<file path="src/rtl/div_ctrl.sv">
// div_ctrl: sequencing and sharing controller for the shared iterative 32-bit divider.
// Arbitrates two requesters round-robin, decodes DIV/DIVU/REM/REMU, resolves divide-by-zero
// and signed overflow without starting the divider, and returns results on a valid/ready port.
// Optional result cache enabled by defining DIV_CTRL_CACHE_EN.
module div_ctrl #(
  parameter int unsigned TAG_W = 4
) (
  input  logic             clk,
  input  logic             rst,
  input  logic [1:0]       req_valid,
  output logic [1:0]       req_ready,
  input  logic [1:0]       req_op0,
  input  logic [1:0]       req_op1,
  input  logic [31:0]      req_a0,
  input  logic [31:0]      req_a1,
  input  logic [31:0]      req_b0,
  input  logic [31:0]      req_b1,
  input  logic [TAG_W-1:0] req_tag0,
  input  logic [TAG_W-1:0] req_tag1,
  output logic             div_start,
  output logic             div_signed,
  output logic [31:0]      div_dividend,
  output logic [31:0]      div_divisor,
  input  logic [31:0]      div_quotient,
  input  logic [31:0]      div_remainder,
  input  logic             div_done,
  output logic             resp_valid,
  input  logic             resp_ready,
  output logic [31:0]      resp_data,
  output logic             resp_id,
  output logic [TAG_W-1:0] resp_tag
);

  typedef enum logic [1:0] {StIdle, StStart, StWait, StResp} state_e;

  state_e           state_q, state_d;
  logic             rr_q, rr_d;
  logic [1:0]       op_q, op_d;
  logic [31:0]      a_q, a_d;
  logic [31:0]      b_q, b_d;
  logic [TAG_W-1:0] tag_q, tag_d;
  logic             id_q, id_d;
  logic             sgn_q, sgn_d;
  logic [31:0]      data_q, data_d;

  // Grant and selected request
  logic             gnt_vld;
  logic             gnt_id;
  logic             accept;
  logic [1:0]       sel_op;
  logic [31:0]      sel_a;
  logic [31:0]      sel_b;
  logic [TAG_W-1:0] sel_tag;

  // Fast-path decode on raw operands
  logic             b_zero;
  logic             sgn_ovf;
  logic             fast_vld;
  logic [31:0]      fast_data;

  // Cache lookup result (constant miss when the cache is not built)
  logic             cache_hit;
  logic [31:0]      cache_data;

  // Round-robin grant: a lone requester wins; on contention rr_q names the favoured one
  always_comb begin
    gnt_vld = |req_valid;
    gnt_id  = 1'b0;
    case (req_valid)
      2'b01:   gnt_id = 1'b0;
      2'b10:   gnt_id = 1'b1;
      2'b11:   gnt_id = rr_q;
      default: gnt_id = 1'b0;
    endcase
  end

  assign accept = (state_q == StIdle) && gnt_vld;

  // Operand mux for the granted requester
  always_comb begin
    sel_op  = gnt_id ? req_op1  : req_op0;
    sel_a   = gnt_id ? req_a1   : req_a0;
    sel_b   = gnt_id ? req_b1   : req_b0;
    sel_tag = gnt_id ? req_tag1 : req_tag0;
  end

  // Special cases the divider never sees; overflow only applies to signed ops (op[0]=0)
  always_comb begin
    b_zero    = (sel_b == 32'h0000_0000);
    sgn_ovf   = !sel_op[0] && (sel_a == 32'h8000_0000) && (sel_b == 32'hFFFF_FFFF);
    fast_vld  = b_zero || sgn_ovf;
    fast_data = 32'h0000_0000;
    if (b_zero) begin
      fast_data = sel_op[1] ? sel_a : 32'hFFFF_FFFF;
    end else if (sgn_ovf) begin
      fast_data = sel_op[1] ? 32'h0000_0000 : 32'h8000_0000;
    end
  end

`ifdef DIV_CTRL_CACHE_EN
  // Single-entry cache of the last normal-path division, keyed on {a, b, signed}
  logic        cache_vld_q, cache_vld_d;
  logic [31:0] cache_a_q, cache_a_d;
  logic [31:0] cache_b_q, cache_b_d;
  logic        cache_sgn_q, cache_sgn_d;
  logic [31:0] cache_quo_q, cache_quo_d;
  logic [31:0] cache_rem_q, cache_rem_d;

  // Lookup against the granted request
  always_comb begin
    cache_hit  = cache_vld_q && (cache_a_q == sel_a) && (cache_b_q == sel_b) &&
                 (cache_sgn_q == !sel_op[0]);
    cache_data = sel_op[1] ? cache_rem_q : cache_quo_q;
  end

  // Fill on every divider completion; both results kept so DIV-then-REM hits
  always_comb begin
    cache_vld_d = cache_vld_q;
    cache_a_d   = cache_a_q;
    cache_b_d   = cache_b_q;
    cache_sgn_d = cache_sgn_q;
    cache_quo_d = cache_quo_q;
    cache_rem_d = cache_rem_q;
    if ((state_q == StWait) && div_done) begin
      cache_vld_d = 1'b1;
      cache_a_d   = a_q;
      cache_b_d   = b_q;
      cache_sgn_d = sgn_q;
      cache_quo_d = div_quotient;
      cache_rem_d = div_remainder;
    end
  end

  // Cache storage; only reset invalidates
  always_ff @(posedge clk or posedge rst) begin
    if (rst) begin
      cache_vld_q <= 1'b0;
      cache_a_q   <= 32'h0;
      cache_b_q   <= 32'h0;
      cache_sgn_q <= 1'b0;
      cache_quo_q <= 32'h0;
      cache_rem_q <= 32'h0;
    end else begin
      cache_vld_q <= cache_vld_d;
      cache_a_q   <= cache_a_d;
      cache_b_q   <= cache_b_d;
      cache_sgn_q <= cache_sgn_d;
      cache_quo_q <= cache_quo_d;
      cache_rem_q <= cache_rem_d;
    end
  end
`else
  assign cache_hit  = 1'b0;
  assign cache_data = 32'h0000_0000;
`endif

  // Next-state and capture logic for the sequencing FSM
  always_comb begin
    state_d = state_q;
    rr_d    = rr_q;
    op_d    = op_q;
    a_d     = a_q;
    b_d     = b_q;
    tag_d   = tag_q;
    id_d    = id_q;
    sgn_d   = sgn_q;
    data_d  = data_q;
    unique case (state_q)
      StIdle: begin
        if (accept) begin
          op_d  = sel_op;
          a_d   = sel_a;
          b_d   = sel_b;
          tag_d = sel_tag;
          id_d  = gnt_id;
          sgn_d = !sel_op[0];
          rr_d  = !gnt_id;
          if (fast_vld) begin
            data_d  = fast_data;
            state_d = StResp;
          end else if (cache_hit) begin
            data_d  = cache_data;
            state_d = StResp;
          end else begin
            state_d = StStart;
          end
        end
      end
      StStart: begin
        state_d = StWait;
      end
      StWait: begin
        if (div_done) begin
          data_d  = op_q[1] ? div_remainder : div_quotient;
          state_d = StResp;
        end
      end
      StResp: begin
        if (resp_ready) begin
          state_d = StIdle;
        end
      end
      default: state_d = StIdle;
    endcase
  end

  // State and request-context registers
  always_ff @(posedge clk or posedge rst) begin
    if (rst) begin
      state_q <= StIdle;
      rr_q    <= 1'b0;
      op_q    <= 2'b00;
      a_q     <= 32'h0;
      b_q     <= 32'h0;
      tag_q   <= '0;
      id_q    <= 1'b0;
      sgn_q   <= 1'b0;
      data_q  <= 32'h0;
    end else begin
      state_q <= state_d;
      rr_q    <= rr_d;
      op_q    <= op_d;
      a_q     <= a_d;
      b_q     <= b_d;
      tag_q   <= tag_d;
      id_q    <= id_d;
      sgn_q   <= sgn_d;
      data_q  <= data_d;
    end
  end

  // Outputs decoded from state and registered context
  always_comb begin
    req_ready = 2'b00;
    if (accept) begin
      req_ready = gnt_id ? 2'b10 : 2'b01;
    end
    div_start    = (state_q == StStart);
    div_signed   = sgn_q;
    div_dividend = a_q;
    div_divisor  = b_q;
    resp_valid   = (state_q == StResp);
    resp_data    = data_q;
    resp_id      = id_q;
    resp_tag     = tag_q;
  end

endmodule

</file>
<file path="config.mk">
export PLATFORM = sky130hd
export DESIGN_NAME = div_ctrl
export DESIGN_NICKNAME = d
export VERILOG_FILES = /design/src/rtl/div_ctrl.sv
export SDC_FILE = /design/constraint.sdc
export NUM_CORES = 1
export LEC_CHECK = 0
export CAP_MARGIN = 5
export CORE_ASPECT_RATIO = 1.4
export CORE_MARGIN = 2
export CORE_UTILIZATION = 42
export CTS_CLUSTER_DIAMETER = 150
export DETAILED_ROUTE_END_ITERATION = 12
export PLACE_DENSITY = 0.82
export SLEW_MARGIN = 10
export SYNTH_ARGS = -nofsm -noshare
export SYNTH_HDL_FRONTEND = slang
export SYNTH_SLANG_ARGS = --single-unit
</file>
<file path="constraint.sdc">
create_clock -name clk -period 4.7 [get_ports clk]
set_clock_uncertainty 0.15 [all_clocks]
set_input_delay 0.705 -clock clk [delete_from_list [all_inputs] [get_ports clk]]
set_output_delay 0.705 -clock clk [all_outputs]
set_load 0.02 [all_outputs]
</file>
==> impl_metrics.toml, run 1 <==
[status]
outcome = "finished clean"

[final_layout]
fin_area_um2 = 10150
insertedDiodeCount = 0
drive_gt1_share_pct = 9.054
fillers = 1313
area_growth_pct = 54.76
fin_nets = 1204

[synthesis]
postSynthCellCount = 702
syn-num-nets = 917
synth_common_cells = "nand2_1, dfrtp_1, o21ai_0"
synth_area_leaders = "dfrtp_1, mux2i_1, mux2_2"
synth_edf_count = 0
syn_area_um2 = 6560
synth_area_leader_cell = "dfrtp_1"
synth-seq-area-share_pct = 40.43
synth_top_area_share_pct = 40.43
synth-seq-cells = 106
ys.flop_type = "dfrtp_1"
synth-async-reset-ratio_pct = 100.0
yosysUniqueCellTypes = 42
yosysWarnings = 0
yosysMostFrequentCell = "nand2_1"
syn_avg_cell_area_um2 = 9.345

[clock_network]
cts-root-buf = "clkbuf_16"
post-cts-setup-buffers = 0
h-tree-depth = 3
cts_made_buffers = 9
cts_sinks = 106
clk_pin_slew_ns = 0.07
tritoncts = "yes"
clock_latency_ns = 0.35
cts_resized = 0
ctsLongestPathBuffers = 2
cts_hold_buf = 0

[timing]
rsz0062_at_grt = "no"
fin_crit_sh_pct = 80.28
drv_slew = 0
finalCriticalPeriod_ns = 3.773
tns_ns = 0
hold_viol = 0
max_freq_mhz = 265.0
setup_violations = 0
worst_pin_slew_ns = 0.9325
slew_headroom_pct = 37.83

[drt]
drt_wl_total_um = 23560
drc = 0
antenna_left = 0
vias = 6536
routedWlPerCell_um = 19.80
first_pass_iters = 5
vias_per_cell = 5.492
drt_iter0_drc = 251

[global_route]
grt_max_degree = 82
grt_pass1_vias = 6587
grt_antenna_before_repair = 0
grt_pass1_wl_um = 35800
overflow = 0
track_usage_pct = 28.14

[floorplan]
start_util_pct = 42.58
die_w_um = 109.6
std_cell_rows = 54
die-height_um = 151.9
die_area_um2 = 16650
core_um2 = 15400
pin_count = 316

[setup_path]
end_kind = "primary output"
crit_fanout = 31
r2r-end = "resp_data[20]$_DFFE_PP0P_"
r2r-start = "state_q[0]$_DFFE_PP0P_"
cp.arrival_ns = 2.92
start_kind = "input port"
reg2regPathDepth = 7
path_class = "in2out"
r2r_slack_ns = 1.88
worst_ep_required_time_ns = 3.85

[place]
placed_cell_area_um2 = 9857
hpwl_um = 18390
portBuffers = 315
routabilityCongestion = 0.9254

[worst_hold_path]
hold_path_end = "resp_tag[2]$_DFFE_PP0P_"
worstHoldStart = "resp_tag[2]$_DFFE_PP0P_"
hold_path_class = "reg2reg"
min_path_cells = 2

[power]
vdd_drop_max_v = 0.0003234
p_leak_nw = 4.270
power_density_nw_per_um2 = 506.6
power.total_mw = 5.143

[job]
drv_cap = 0
## area by class of cell
cell class | instances | area, µm² | area share (%)
sequential | 106 | 2653 | 26.13
clock inverter | 5 | 62.56 | 0.6162
tap | 196 | 245.2 | 2.416
multi-input combinational | 536 | 3676 | 36.21
inverter | 8 | 32.53 | 0.3204
timing repair buffer | 328 | 3251 | 32.02
clock buffer | 11 | 232.7 | 2.292
## per-stage QoR
stage                     hold WS, ns  setup WS (ns)  util, %  instances
after floorplan                0.3404          1.056        -        702
after global placement         0.3001         0.7698    63.99       1174
after detailed placement       0.3136         0.7246    63.99       1174
after CTS                      0.3280         0.9124    65.90       1190
after global routing           0.3529         0.7646    65.90       1190
final                          0.3235         0.9270    65.90       1190
## cell usage in the layout, fill, tap and decap left out, drive strengths merged, types with 11 or more instances in the layout
cell type / n
nor4: 28
mux2: 63
nand2b: 31
nand3b: 31
clkbuf: 11
dfrtp: 106
mux2i: 65
clkdlybuf4s50: 315
buf: 13
nand4: 16
o21ai: 103
nand2: 114
o31ai: 31
## worst max-delay path, cell delays in order
cell             delay, ns
clkdlybuf4s50_1       0.61
o21ai_4               0.11
buf_4                 0.24
nor2_1                0.52
clkdlybuf4s50_1       0.73
## flip-flops by register name, indices dropped and copies added, names as in the netlist
| signal | cells |
|---|---|
| div_divisor | 32 |
| state_q | 2 |
| div_dividend | 32 |
| div_signed | 1 |
| op_q | 1 |
| rr_q | 1 |
| resp_data | 32 |
| resp_id | 1 |
| resp_tag | 4 |
## worst max-delay path by stage
stage / cells past startpoint / to / slack, ns / start
3_5_place_dp: 8 / resp_data[17]$_DFFE_PP0P_ / 0.72 / req_b0[25]
6_report: 5 / req_ready[1] / 0.93 / req_valid[1]
2_1_floorplan: 1 / div_dividend[0]$_DFFE_PP0P_ / 1.06 / rst
3_3_place_gp: 8 / resp_data[26]$_DFFE_PP0P_ / 0.77 / req_b1[25]
4_1_cts: 5 / req_ready[1] / 0.91 / req_valid[1]
5_1_grt: 5 / req_ready[1] / 0.76 / req_valid[1]
## where the power goes
group	total, mW	switching, mW	internal, mW
clock network	0.771	0.353	0.418
logic	2.87	1.54	1.33
registers	1.50	0.211	1.29
## routing by layer
metal	routed length, µm	GRT usage (%)
met3	1673	5.405
met1	8822	33.05
met4	1178	14.65
met5	0	0
met2	11880	47.71
## cell families (layout without fill, tap and decap cells)
family	after synthesis	count (layout)	synth area share, %
compound gates	153	153	13.77
fa+ha+maj	5	5	0.9537
buf+inv	60	352	3.910
flops	106	106	40.43
mux	128	128	20.79
simple gates	250	250	20.14
Note: power is estimated with default switching activity, not from simulation.
==> run 2: changes to the inputs <==
clock period = 3.73 ns   (was 4.7 ns; I/O delays follow)
==> run 2 against run 1 <==
- combinational power increased by 26%
- die area unchanged
- highest routed layer unchanged
- cell count about the same
- core utilization increased by 0.073 points
- hold slack got worse by 0.0041 ns
- global-route usage increased by 0.30 points
- wire length increased by 0.92%
- clock-buffer cell count increased by 1
- critical path depth unchanged
==> impl_metrics.toml, run 2 (synthesized netlist as in run 1, its figures left out) <==
[clock_network]
clock_latency_ns = 0.34
cts_made_buffers = 9
post-cts-setup-buffers = 0
cts-root-buf = "clkbuf_16"
cts_sinks = 106
clk_pin_slew_ns = 0.07
cts_hold_buf = 0
cts_resized = 0
ctsLongestPathBuffers = 2
tritoncts = "yes"
h-tree-depth = 3

[timing]
worst_pin_slew_ns = 0.9383
max_freq_mhz = 298.6
drv_slew = 0
fin_crit_sh_pct = 89.78
slew_headroom_pct = 37.45
rsz0062_at_grt = "no"
setup_violations = 0
finalCriticalPeriod_ns = 3.349
hold_viol = 0
tns_ns = 0
final.setup.worst_slack_ns = 0.3813

[drt]
drt_wl_total_um = 23770
drc = 0
antenna_left = 0
drt_iter0_drc = 274
routedWlPerCell_um = 19.96
vias_per_cell = 5.505
first_pass_iters = 5
vias = 6557

[power]
p_leak_nw = 4.271
p_comb_share_pct = 56.5
p_int_mw = 3.791
power.total_mw = 6.422
p_clk_share_pct = 14.1
vdd_drop_max_v = 0.0004705
p_sw_mw = 2.631
netSwitchingFraction_pct = 40.97
power_density_nw_per_um2 = 631.9
seq_power_share_pct = 29.4

[setup_path]
path_class = "reg2out"
start_kind = "flop"
path_cells = "inv_1 -> ha_1 -> o21ai_4 -> nor2_1 -> clkdlybuf4s50_1"
cp_top_family = "buffers and inverters"
cpPeakStageDelay_ns = 0.73
r2r_slack_ns = 1.10
worst_ep_required_time_ns = 3.02
end_kind = "primary output"
crit_slowest_cell = "clkdlybuf4s50_1"
crit_fanout = 6
crit_buf_inv = 2
cp.arrival_ns = 2.64

[global_route]
overflow = 0
grt_pass1_vias = 6527
grt_pass1_wl_um = 36200
track_usage_pct = 28.43
grt_antenna_before_repair = 0
grt_max_degree = 109

[floorplan]
die-height_um = 151.9
die_w_um = 109.6
die_area_um2 = 16650
core_um2 = 15400
std_cell_rows = 54
start_util_pct = 42.58
pin_count = 316

[final_layout]
layout_commonest_cell = "clkdlybuf4s50_1"
fillers = 1327
ff_latch_area_um2 = 2653
insertedDiodeCount = 0
final_cell_mix = "clkdlybuf4s50_1, nand2_1, dfrtp_1, o21ai_0, mux2i_1"
fin_area_um2 = 10160
area_growth_pct = 54.93
fin_nets = 1205
multi_input_area_um2 = 3676
drive_gt1_share_pct = 9.146
utilization_pct = 65.98

[status]
outcome = "finished clean"

[place]
dp_worst_setup_slack_ns = 0.2547
placed_cell_area_um2 = 9889
hpwl_um = 18830
routabilityCongestion = 0.9132
portBuffers = 315

[worst_hold_path]
hold_path_class = "reg2reg"

[job]
drv_cap = 0
-- run 2: cell types whose count changed in the layout (fill, tap and decap cells not counted) --
cell        delta
buf_12         +2
inv_6          -2
buf_4          -1
bufinv_16      -1
clkbuf_8       +1
clkinv_2       +1
clkinvlp_4     +1
-- run 2: metrics by stage --
step	hold WS, ns	cells
floorplan	0.3404	702
global placement	0.3006	1175
detailed placement	0.3057	1175
CTS	0.3212	1191
global route	0.3534	1191
finish	0.3194	1191
-- run 2: metal layers --
metal  share of wire (%)  up-vias  track usage (%)
li1                    -     3139                -
met1                  37     3099            32.52
met2                  52      267            50.32
met3                 7.1       52            6.392
met4                 3.9        0            11.09
met5                   0        -                0
-- run 2: power groups by stage --
stage          Clock, mW  Sequential [mW]  Combinational [mW]
2_1_floorplan          0             2.41                1.54
5_1_grt            0.960             1.95                3.90
4_1_cts            0.923             1.89                3.66
3_3_place_gp           0             1.89                3.59
6_report           0.903             1.89                3.63
3_5_place_dp           0             1.91                3.65
-- run 2: path summary, 6_finish.rpt --
| check | from | end | depth (start not counted) |
|---|---|---|---|
| worst min-delay path | resp_tag[1]$_DFFE_PP0P_ | resp_tag[1]$_DFFE_PP0P_ | 2 |
| min in group asynchronous | rst | div_divisor[26]$_DFFE_PP0P_ | 2 |
| max in group asynchronous | rst | resp_data[12]$_DFFE_PP0P_ | 3 |
| worst max-delay path | state_q[0]$_DFFE_PP0P_ | req_ready[0] | 5 |
| worst min register to register | resp_tag[1]$_DFFE_PP0P_ | resp_tag[1]$_DFFE_PP0P_ | 2 |
| worst max register to register | state_q[0]$_DFFE_PP0P_ | resp_data[11]$_DFFE_PP0P_ | 7 |
-- run 2: worst reg2reg max path, stage by stage (launching register included) --
cell and delay (ns):
dfrtp_1 0.40, inv_1 0.13, ha_2 0.19, buf_4 0.50, o21ai_0 0.32, a31oi_4 0.23
buf_12 0.23, mux2_2 0.36
-- run 2: final cells by class --
| class | instances | share of cell area [%] |
|---|---|---|
| Clock buffer | 12 | 2.425 |
| Clock inverter | 4 | 0.2708 |
| Inverter | 8 | 0.3201 |
| Multi-Input combinational cell | 536 | 36.17 |
| Sequential cell | 106 | 26.10 |
| Tap cell | 196 | 2.413 |
| Timing Repair Buffer | 329 | 32.30 |
